File: src/rtl/data_compare_pkg.sv
// data_compare_pkg
//   Shared definitions for the sequential magnitude comparator:
//   one-hot result constants {gt, lt, eq}, FSM state encoding and the
//   cascade-resolution helper used when every chunk compares equal.
package data_compare_pkg;

    // One-hot result encoding shared with the combinational comparator family
    localparam logic [2:0] CMP_GT = 3'b100;
    localparam logic [2:0] CMP_LT = 3'b010;
    localparam logic [2:0] CMP_EQ = 3'b001;

    // FSM state encoding
    localparam logic [1:0] IDLE = 2'd0;
    localparam logic [1:0] RUN  = 2'd1;
    localparam logic [1:0] DONE = 2'd2;

    // Resolve the cascade input once the operands are fully equal.
    // Equality wins, then a lone gt or a lone lt; anything malformed
    // (000, 110) degrades to equal.
    function automatic logic [2:0] resolveCascade(input logic [2:0] cas);
        logic [2:0] res;
        if (cas[0])             res = CMP_EQ;
        else if (cas == CMP_GT) res = CMP_GT;
        else if (cas == CMP_LT) res = CMP_LT;
        else                    res = CMP_EQ;
        return res;
    endfunction

endpackage

File: src/rtl/data_compare_chunk.sv
// data_compare_chunk
//   Combinational CHUNK-bit magnitude comparator.
//   Ports:
//     iA, iB    : chunk operands
//     iSigned   : 1 = compare as two's complement, 0 = unsigned
//     oGt, oLt  : A>B, A<B (both low means equal)
module data_compare_chunk #(
    parameter int CHUNK = 4
) (
    input  logic [CHUNK-1:0] iA,
    input  logic [CHUNK-1:0] iB,
    input  logic             iSigned,
    output logic             oGt,
    output logic             oLt
);

    // Flipping the sign bit maps two's complement order onto unsigned order,
    // so one unsigned comparator serves both modes.
    logic [CHUNK-1:0] signMask;
    logic [CHUNK-1:0] aAdj;
    logic [CHUNK-1:0] bAdj;

    assign signMask = CHUNK'(iSigned) << (CHUNK - 1);
    assign aAdj     = iA ^ signMask;
    assign bAdj     = iB ^ signMask;
    assign oGt      = aAdj > bAdj;
    assign oLt      = aAdj < bAdj;

endmodule

File: src/rtl/data_compare_seq.sv
// data_compare_seq
//   Multi-cycle magnitude comparator: compares two WIDTH-bit operands
//   CHUNK bits per cycle, MSB chunk first, stopping on the first differing
//   chunk. Fully equal operands resolve through the 3-bit cascade input.
//   Optional build macro: DATA_COMPARE_SIGNED_EN (MSB chunk compared as
//   signed, making the whole compare two's complement).
//   Ports:
//     iClk, iRst        : clock, async active-high reset
//     iStart            : request, sampled only in IDLE or DONE
//     iData_a, iData_b  : operands, captured on accept
//     iData             : cascade input {gt, lt, eq}, captured on accept
//     oData             : registered one-hot result, held until next result
//     oBusy             : high while comparing
//     oDone             : one-cycle pulse when oData updates
module data_compare_seq
    import data_compare_pkg::*;
#(
    parameter int WIDTH = 16,
    parameter int CHUNK = 4
) (
    input  logic             iClk,
    input  logic             iRst,
    input  logic             iStart,
    input  logic [WIDTH-1:0] iData_a,
    input  logic [WIDTH-1:0] iData_b,
    input  logic [2:0]       iData,
    output logic [2:0]       oData,
    output logic             oBusy,
    output logic             oDone
);

    localparam int N  = WIDTH / CHUNK;
    localparam int KW = (N > 1) ? $clog2(N) : 1;

    logic [1:0]                  state;
    logic [KW-1:0]               k;
    logic [N-1:0][CHUNK-1:0]     aReg;
    logic [N-1:0][CHUNK-1:0]     bReg;
    logic [2:0]                  casReg;

    logic [KW-1:0]               chunkIdx;
    logic                        signedChunk;
    logic                        chunkGt;
    logic                        chunkLt;
    logic                        accept;
    logic                        lastChunk;

    // k counts from the MSB chunk, packed index N-1 holds the MSBs
    assign chunkIdx  = KW'(N - 1) - k;
    assign lastChunk = (k == KW'(N - 1));
    assign accept    = iStart && (state == IDLE || state == DONE);

`ifdef DATA_COMPARE_SIGNED_EN
    // Only the MSB chunk carries the sign; lower chunks stay unsigned
    assign signedChunk = (k == '0);
`else
    assign signedChunk = 1'b0;
`endif

    data_compare_chunk #(.CHUNK(CHUNK)) uChunk (
        .iA      (aReg[chunkIdx]),
        .iB      (bReg[chunkIdx]),
        .iSigned (signedChunk),
        .oGt     (chunkGt),
        .oLt     (chunkLt)
    );

    always_ff @(posedge iClk or posedge iRst) begin
        if (iRst) begin
            state  <= IDLE;
            k      <= '0;
            aReg   <= '0;
            bReg   <= '0;
            casReg <= CMP_EQ;
            oData  <= CMP_EQ;
        end else begin
            case (state)
                IDLE, DONE: begin
                    if (accept) begin
                        aReg   <= iData_a;
                        bReg   <= iData_b;
                        casReg <= iData;
                        k      <= '0;
                        state  <= RUN;
                    end else begin
                        state  <= IDLE;
                    end
                end
                RUN: begin
                    if (chunkGt || chunkLt) begin
                        oData <= chunkGt ? CMP_GT : CMP_LT;
                        state <= DONE;
                    end else if (lastChunk) begin
                        oData <= resolveCascade(casReg);
                        state <= DONE;
                    end else begin
                        k <= k + 1'b1;
                    end
                end
                default: state <= IDLE;
            endcase
        end
    end

    assign oBusy = (state == RUN);
    assign oDone = (state == DONE);

endmodule

File: config.mk
export PLATFORM = sky130hd
export DESIGN_NAME = data_compare_seq
export DESIGN_NICKNAME = d
export VERILOG_FILES = /design/src/rtl/data_compare_pkg.sv /design/src/rtl/data_compare_chunk.sv /design/src/rtl/data_compare_seq.sv
export SDC_FILE = /design/constraint.sdc
export NUM_CORES = 1
export LEC_CHECK = 0
export CAP_MARGIN = 20
export CORE_MARGIN = 2
export CORE_UTILIZATION = 54
export DETAILED_ROUTE_END_ITERATION = 10
export PLACE_DENSITY = 0.87
export SLEW_MARGIN = 30
export SYNTH_ARGS = -nofsm -noshare
export SYNTH_HDL_FRONTEND = slang
export SYNTH_HIERARCHICAL = 1
export SYNTH_SLANG_ARGS = --single-unit
File: constraint.sdc
create_clock -name iClk -period 5.6 [get_ports iClk]
set_input_delay 0.84 -clock iClk [delete_from_list [all_inputs] [get_ports iClk]]
set_output_delay 0.84 -clock iClk [all_outputs]
set_load 0.005 [all_outputs]
Word-level counts from Yosys, hierarchy flattened
Index checks and enable logic that the tools add are counted.
Storage, ports and cells
  register bits after elaboration: 42
  logic and storage cells: 54
  input port bits: 38
Cells by class
  magnitude comparators: 3
  reduce and logical (&&, ||, !) cells: 10
  add/sub/neg operators: 2
  muxes and demuxes: 18
  eq/ne operators: 9
Operators with widths (number)
  binary-select mux 4 bit (select 2 bit): 2
  2-to-1 mux 3 bit: 5
  2-to-1 mux 2 bit: 6
  2-to-1 mux 4 bit: 2
  one-hot mux 2 bit (2 select lines): 2
  != test 2 bit, second input constant: 3
  equality test 2 bit, second input constant: 2
  > comparator 4 bit: 1
  less-than comparator 4 bit: 1
  AND reduction 2 bit: 2
  AND reduction 4 bit: 1
  nonzero test 2 bit: 2
  equality test 3 x 2 -> 1 bit, second input constant: 1
  equality test 3 bit, second input constant: 1
  less-than comparator 2 x 3 -> 1 bit, second input constant: 1
  != test 3 x 1 -> 1 bit, second input constant: 1
  adder 2 x 1 -> 2 bit, second input constant: 1
  equality test 2 x 1 -> 1 bit, second input constant: 1
  logical NOT 2 bit: 1
  logical OR 1 bit: 2
  OR reduction 2 bit: 1
  subtractor 2 bit, first input constant: 1
  logical AND 1 bit: 1
  2-to-1 mux 1 bit: 1

Logic depth before layout (Yosys ltp)
Gate-level depths: netlist (run 1).
  word-level depth: 7
  depth in mapped cells: 10

Hierarchy
Netlist (run 1), hierarchy kept.
Modules (own cells, without submodules)
  data_compare_seq: area an instance 1866.8 um2, instances 1, cells each 199, sequential area each 1053.5 um2
  data_compare_chunk: area an instance 127.6 um2, instances 1, cells each 16, sequential area each 0.0 um2

Worst setup path before layout (run 1)
OpenSTA, ideal clock, no wires.
  path type: register to register
  start point: register k[0]
  end point: register oData[2]
  data required time: 5531 ps
  path slack: 2767 ps
  stages on the path, launching flop included: 11
  path buffers: 1
  data arrival time: 2764 ps
  path through: dfrtp_1 > buf_2 > mux4_2 > xor2_1 > ha_1 > nand2_1 > o21bai_1 > and2_1 > or3b_1 > or4_1 > nand3_1
On the way
  cells in the longest elaborated chain, start to end: 7
Ends and longest elaborated chain
  start, declared: line data_compare_seq.sv:36  | logic [KW-1:0] k;
  start signal, assigned: line data_compare_seq.sv:97  | k <= k + 1'b1;
  subtractor 2 bit (*): line data_compare_seq.sv:49  | assign chunkIdx = KW'(N - 1) - k;
  binary-select mux 4 bit (select 2 bit) (on tied branches): line data_compare_seq.sv:61, data_compare_seq.sv:62
  2-to-1 mux 4 bit (on tied branches): line data_compare_seq.sv:61, data_compare_seq.sv:62
  less-than comparator 4 bit (*): line data_compare_chunk.sv:27  | assign oLt = aAdj < bAdj;
  net chunkLt: line data_compare_seq.sv:44  | logic chunkLt;
  logical OR 1 bit (*): line data_compare_seq.sv:90  | if (chunkGt || chunkLt) begin
  nonzero test 2 bit (no line)
  AND reduction 2 bit (no line)
  end signal, assigned: line data_compare_seq.sv:91  | oData <= chunkGt ? CMP_GT : CMP_LT;
  end signal, assigned: line data_compare_seq.sv:94  | oData <= resolveCascade(casReg);
  end, declared: line data_compare_seq.sv:27  | output logic [2:0] oData,
The timed path passes the listed nets; every way through them passes the cells marked *. The select of a mux whose other input is x is not followed.
A chain may end at the register's enable or synchronous reset.

Worst setup path in the final report (run 1)
Same ends and word-level chain as after synthesis.

==> flow_metrics.env, run 1 <==
export IMPL_routedWlPerCell_um=13.5
export IMPL_grt_overflow=0
export IMPL_antenna_cells=0
export IMPL_finalHoldViolations=0
export IMPL_clk_pin_slew_ps=80
export IMPL_vias_per_cell=5.11
export IMPL_postCtsHoldBufs=0
export IMPL_drv_cap=0
export IMPL_die_area_um2=4200
export IMPL_avgSynthCellArea_um2=9.28
export IMPL_rsz0062_at_grt="no"
export IMPL_grt_start_max_net_pins=43
export IMPL_post_place_cells=299
export IMPL_rows=22
export IMPL_ctsResizeCount=0
export IMPL_cts_post_setup_buffers_inserted=0
export IMPL_drt_pass1_iter_count=4
export IMPL_syn_to_final_growth_pct=28.9
export IMPL_tightest_slew_ps=591
export IMPL_gp_congestion=0.884
export IMPL_num_vias=1569
export IMPL_yosysTopAreaCell="dfrtp_1"
export IMPL_reg2reg_depth=9
export IMPL_timing_rr_start="k[0]"
export IMPL_yosysSeqAreaShare=0.528
export IMPL_hpwl_um=2860
export IMPL_synth_top_area_share=0.502
export IMPL_drt_iter0_drc=188
export IMPL_place_area_um2=2460
export IMPL_cp_num_buf_inv=0
export IMPL_p_leak_nw=1.26
export IMPL_ys_warnings_count=6
export IMPL_grt_usage=0.238
export IMPL_tns_ps=0
export IMPL_ys_top_cells_by_count="nand2_1 (110), dfrtp_1 (40), mux4_2 (8), inv_1 (6)"
export IMPL_cts_sinks=42
export IMPL_finalCriticalPeriod_ps=3200
export IMPL_start_util=0.553
export IMPL_cts_root_buf="clkbuf_8"
export IMPL_syn_inst=215
export IMPL_wl_um=4130
export IMPL_first_global_vias=1603
export IMPL_insertion_delay_ps=300
export IMPL_setup_violations=0
export IMPL_final_max_slew_violation_count=0
export IMPL_cts_made_buffers=5
export IMPL_path_cells="mux4_2 -> xor2_1 -> ha_1 -> nand2_1 -> o21bai_1 -> and2_1 -> or3b_1 -> or4_1 -> nand3_1"
export IMPL_synth_edf_count=0
export IMPL_drive_gt1_frac=0.0888
export IMPL_synth_area_um2=1990
export IMPL_synth_seq_cells=42
export IMPL_synth_most_common_cell="nand2_1"
export IMPL_fp_dieH_um=64.8
export IMPL_coreArea_um2=3610
export IMPL_arrival_ps=3430
export IMPL_ir_drop_mv=0.263
export IMPL_die_w_um=64.8
export IMPL_drc=0
export IMPL_slowest_delay_ps=720
export IMPL_ios=43
export IMPL_slew_headroom=0.606
export IMPL_crit_end="oData[2]"
export IMPL_cts_tree="built"
export IMPL_clk_path_buf_depth=2
export IMPL_yosys_most_used_dff="dfrtp_1"
export IMPL_crit_family="simple AND/OR/NAND/NOR gates"
export IMPL_fin_skew_ps=3.64
export IMPL_async_reset_ff_frac=1.00
export IMPL_grt_pass1_wl_um=7380
export IMPL_worstHoldPathType="register to register"
export IMPL_portBuffers=42
export IMPL_p_per_area_nw_per_um2=545
export IMPL_crit_path_end_kind="register"
export IMPL_post_layout_nonfiller_instances=307
export IMPL_h_tree_depth=2
export IMPL_cpMaxStageDelayCell="dfrtp_1"
export IMPL_path_max_fanout=11
export IMPL_path_depth=9
export IMPL_fmax_mhz=313
export IMPL_start_kind="register"
export IMPL_crit_start="k[0]"
export IMPL_postRouteAntennaNets=0
export IMPL_rr_endpoint="oData[2]"
export IMPL_rrSetupSlack_ps=2400
export IMPL_finalCritPeriodShare=0.571
export IMPL_finish_utilization=0.713
export IMPL_status="finished clean"
export IMPL_finalNetCount=301
export IMPL_antenna_found_initial=0
export IMPL_design_area_um2=2570
export IMPL_ys_types=31
export IMPL_worst_setup_path_type="register to register"
export IMPL_ys_top_cells_by_area="dfrtp_1 (50%), nand2_1 (21%), mux4_2 (9.0%), ha_1 (3.1%), dfstp_2 (2.6%)"
export IMPL_required_ps=5830
area by class of cell:
cell class / instances / area, µm²
Sequential cell: 42 / 1050
Fill cell: 261 / 1040
Multi-Input combinational cell: 158 / 881
Timing Repair Buffer: 45 / 443
Clock buffer: 6 / 72.6
Tap cell: 48 / 60.1
Clock inverter: 2 / 37.5
Inverter: 6 / 22.5
logic make-up (layout without fill, tap and decap cells):
family,count (synthesis),count (layout),share of synthesized area
compound gates,8,8,0.0270
xor+xnor,3,3,0.0132
fa+ha+maj,5,5,0.0314
buf+inv,16,59,0.0332
flops,42,42,0.528
mux,9,9,0.0954
other cells,1,2,0.00188
simple gates,131,131,0.270
through the flow:
| step | total power, mW | hold slack (ps) | setup slack, ps |
|---|---|---|---|
| final | 1.40 | 481 | 2400 |
| after global routing | 1.52 | 508 | 2220 |
| after CTS | 1.40 | 482 | 2370 |
| after detailed placement | 1.16 | 462 | 2410 |
| after global placement | 1.12 | 454 | 2580 |
| after floorplan | 0.979 | 440 | 2770 |
how the worst min path moves through the flow:
stage,startpoint,to,slack (ps),depth (start not counted)
floorplan,aReg[4],aReg[4],440,2
global placement,bReg[12],bReg[12],450,2
detailed placement,aReg[1],aReg[1],460,2
CTS,bReg[9],bReg[9],480,2
global route,aReg[15],aReg[15],510,2
finish,bReg[6],bReg[6],480,2
sequential cells by signal (all words and copies together), names as in the netlist:
signal and cells:
casReg 3, aReg 16, bReg 16, state 2, oData 3, k 2
layout by cell type, fill, tap and decap left out, types with 2 or more instances in the layout:
master / Yosys / routed
clkdlybuf4s50_1: 0 / 42
conb_1: 1 / 2
dfstp_2: 2 / 2
dfrtp_1: 40 / 40
inv_1: 6 / 6
nand2b_1: 2 / 2
nor2_1: 5 / 5
o21ai_0: 2 / 2
ha_1: 5 / 5
xnor2_1: 2 / 2
a21oi_1: 2 / 2
buf_4: 0 / 3
nand2_1: 110 / 110
nor3_1: 4 / 4
clkbuf_8: 0 / 5
mux4_2: 8 / 8
metal layers:
metal  part of all wire  vias to the layer above  global-route usage
li1                   -                      767                   -
met1               0.43                      745               0.295
met2               0.49                       44               0.394
met3              0.053                       13              0.0573
met4              0.031                        0               0.109
met5                  0                        -                   0
tightest hold or removal path: stages (launching register included):
cell and delay, ps:
dfrtp_1 350, nand2_1 50, nand2_1 50
power breakdown:
group / internal, mW / leakage (nW) / total, mW / switching [mW]
logic: 0.302 / 0.694 / 0.610 / 0.308
registers: 0.443 / 0.516 / 0.553 / 0.110
clock network: 0.133 / 0.0514 / 0.237 / 0.105
total: 0.878 / 1.26 / 1.40 / 0.522
Note: power is estimated with default switching activity, not from simulation.
==> run 2: changes to the inputs <==
--- a/config.mk
+++ b/config.mk
@@ -7,9 +7,9 @@
 export LEC_CHECK = 0
 export CAP_MARGIN = 20
 export CORE_MARGIN = 2
-export CORE_UTILIZATION = 54
+export CORE_UTILIZATION = 50
 export DETAILED_ROUTE_END_ITERATION = 10
-export PLACE_DENSITY = 0.87
+export PLACE_DENSITY = 0.82
 export SLEW_MARGIN = 30
 export SYNTH_ARGS = -nofsm -noshare
 export SYNTH_HDL_FRONTEND = slang
==> constraint.sdc (replaced) <==
create_clock -name iClk -period 3.35 [get_ports iClk]
set_input_delay 0.5025 -clock iClk [delete_from_list [all_inputs] [get_ports iClk]]
set_output_delay 0.5025 -clock iClk [all_outputs]
set_load 0.005 [all_outputs]
==> run 2 against run 1 <==
Effect of this change: largest power group unchanged; cell count increased by 0.33%; flip-flop and latch count unchanged; non-clock buffer count increased by 1; via count increased by 1.4%.
==> flow_metrics.env, run 2 (same netlist as run 1, synthesis figures left out) <==
export IMPL_status="finished clean"
export IMPL_worstHoldPathType="register to register"
export IMPL_grt_overflow=0
export IMPL_finalNetCount=302
export IMPL_worst_setup_path_type="register to register"
export IMPL_rsz0062_at_grt="no"
export IMPL_num_vias=1591
export IMPL_syn_to_final_growth_pct=29.2
export IMPL_cpMaxStageDelayCell="dfrtp_1"
export IMPL_drt_iter0_drc=100
export IMPL_p_per_area_nw_per_um2=898
export IMPL_layout_commonest_cell="nand2_1"
export IMPL_clk_path_buf_depth=2
export IMPL_antenna_found_initial=0
export IMPL_p_leak_nw=1.27
export IMPL_path_max_fanout=7
export IMPL_fmax_mhz=346
export IMPL_place_area_um2=2470
export IMPL_grt_start_max_net_pins=30
export IMPL_cts_root_buf="clkbuf_8"
export IMPL_final_max_slew_violation_count=0
export IMPL_gp_congestion=0.837
export IMPL_layout_common_cells="nand2_1 (110), clkdlybuf4s50_1 (42), dfrtp_1 (40)"
export IMPL_postRouteAntennaNets=0
export IMPL_holdPathStages=2
export IMPL_dp_slack_ps=472
export IMPL_post_layout_nonfiller_instances=308
export IMPL_ir_drop_mv=0.401
export IMPL_ios=43
export IMPL_drive_gt1_frac=0.0923
export IMPL_path_cells="buf_4 -> mux4_2 -> ha_1 -> nand2_1 -> o21bai_1 -> and2_1 -> or3b_1 -> or4_1 -> nand3_1"
export IMPL_tightest_slew_ps=847
export IMPL_coreArea_um2=3740
export IMPL_finalCriticalPeriod_ps=2890
export IMPL_routedWlPerCell_um=12.8
export IMPL_top_regs="aReg x16, bReg x16"
export IMPL_start_util=0.533
export IMPL_hpwl_um=2910
export IMPL_arrival_ps=3120
export IMPL_postCtsHoldBufs=0
export IMPL_slew_headroom=0.435
export IMPL_drt_pass1_iter_count=4
export IMPL_rows=22
export IMPL_clk_pin_slew_ps=80
export IMPL_cts_post_setup_buffers_inserted=0
export IMPL_layout_setup_ws_ps=463
export IMPL_tns_ps=0
export IMPL_ctsResizeCount=0
export IMPL_h_tree_depth=2
export IMPL_finalCritPeriodShare=0.862
export IMPL_start_kind="register"
export IMPL_grt_usage=0.204
export IMPL_finish_utilization=0.689
export IMPL_cp_num_buf_inv=1
export IMPL_drc=0
export IMPL_portBuffers=42
export IMPL_cts_made_buffers=5
export IMPL_vias_per_cell=5.17
export IMPL_drv_cap=0
export IMPL_whs_ps=480
export IMPL_grt_pass1_wl_um=6750
export IMPL_crit_family="simple AND/OR/NAND/NOR gates"
export IMPL_slowest_delay_ps=500
export IMPL_required_ps=3580
export IMPL_post_place_cells=300
export IMPL_cts_sinks=42
export IMPL_antenna_cells=0
export IMPL_path_depth=9
export IMPL_reg2reg_depth=9
export IMPL_fp_dieH_um=67.2
export IMPL_die_area_um2=4510
export IMPL_crit_path_end_kind="register"
export IMPL_finalHoldViolations=0
export IMPL_first_global_vias=1548
export IMPL_insertion_delay_ps=290
export IMPL_fin_skew_ps=3.50
export IMPL_die_w_um=67.2
export IMPL_setup_violations=0
export IMPL_wl_um=3930
export IMPL_cts_tree="built"
export IMPL_power_total_mw=2.31
export IMPL_design_area_um2=2580
[run 2: cell types whose count changed in the layout (fill, tap and decap cells not counted)]
cell	delta
buf_4	+1
[run 2: power by group]
part | switching, mW | internal, mW
sequential | 0.166 | 0.741
combinational | 0.507 | 0.508
clock | 0.169 | 0.222
total | 0.843 | 1.47
[run 2: worst min-delay path, stage by stage (launching register included)]
cell     delay [ps]
dfrtp_1         350
nand2_1          50
nand2_1          50
[run 2: final cells by class]
cell class | count | area, µm²
multi-input combinational | 158 | 881
fill | 325 | 1170
clock inverter | 2 | 37.5
sequential | 42 | 1050
clock buffer | 6 | 72.6
timing repair buffer | 46 | 450
tap | 48 | 60.1
inverter | 6 | 22.5
[run 2: routing by layer]
| metal | wire [µm] | GRT usage | vias to the layer above |
|---|---|---|---|
| li1 | - | - | 771 |
| met1 | 1790 | 0.260 | 768 |
| met2 | 1910 | 0.339 | 45 |
| met3 | 174 | 0.0450 | 7 |
| met4 | 61 | 0.0842 | 0 |
| met5 | 0 | 0 | - |
[run 2: final timing paths]
check	from	end	slack (ps)
setup / recovery	k[0]	oData[2]	460
hold / removal	bReg[4]	bReg[4]	480
setup reg to reg	k[0]	oData[2]	460
hold reg to reg	bReg[4]	bReg[4]	480
max in group asynchronous	iRst	bReg[10]	1980
min in group asynchronous	iRst	casReg[1]	610
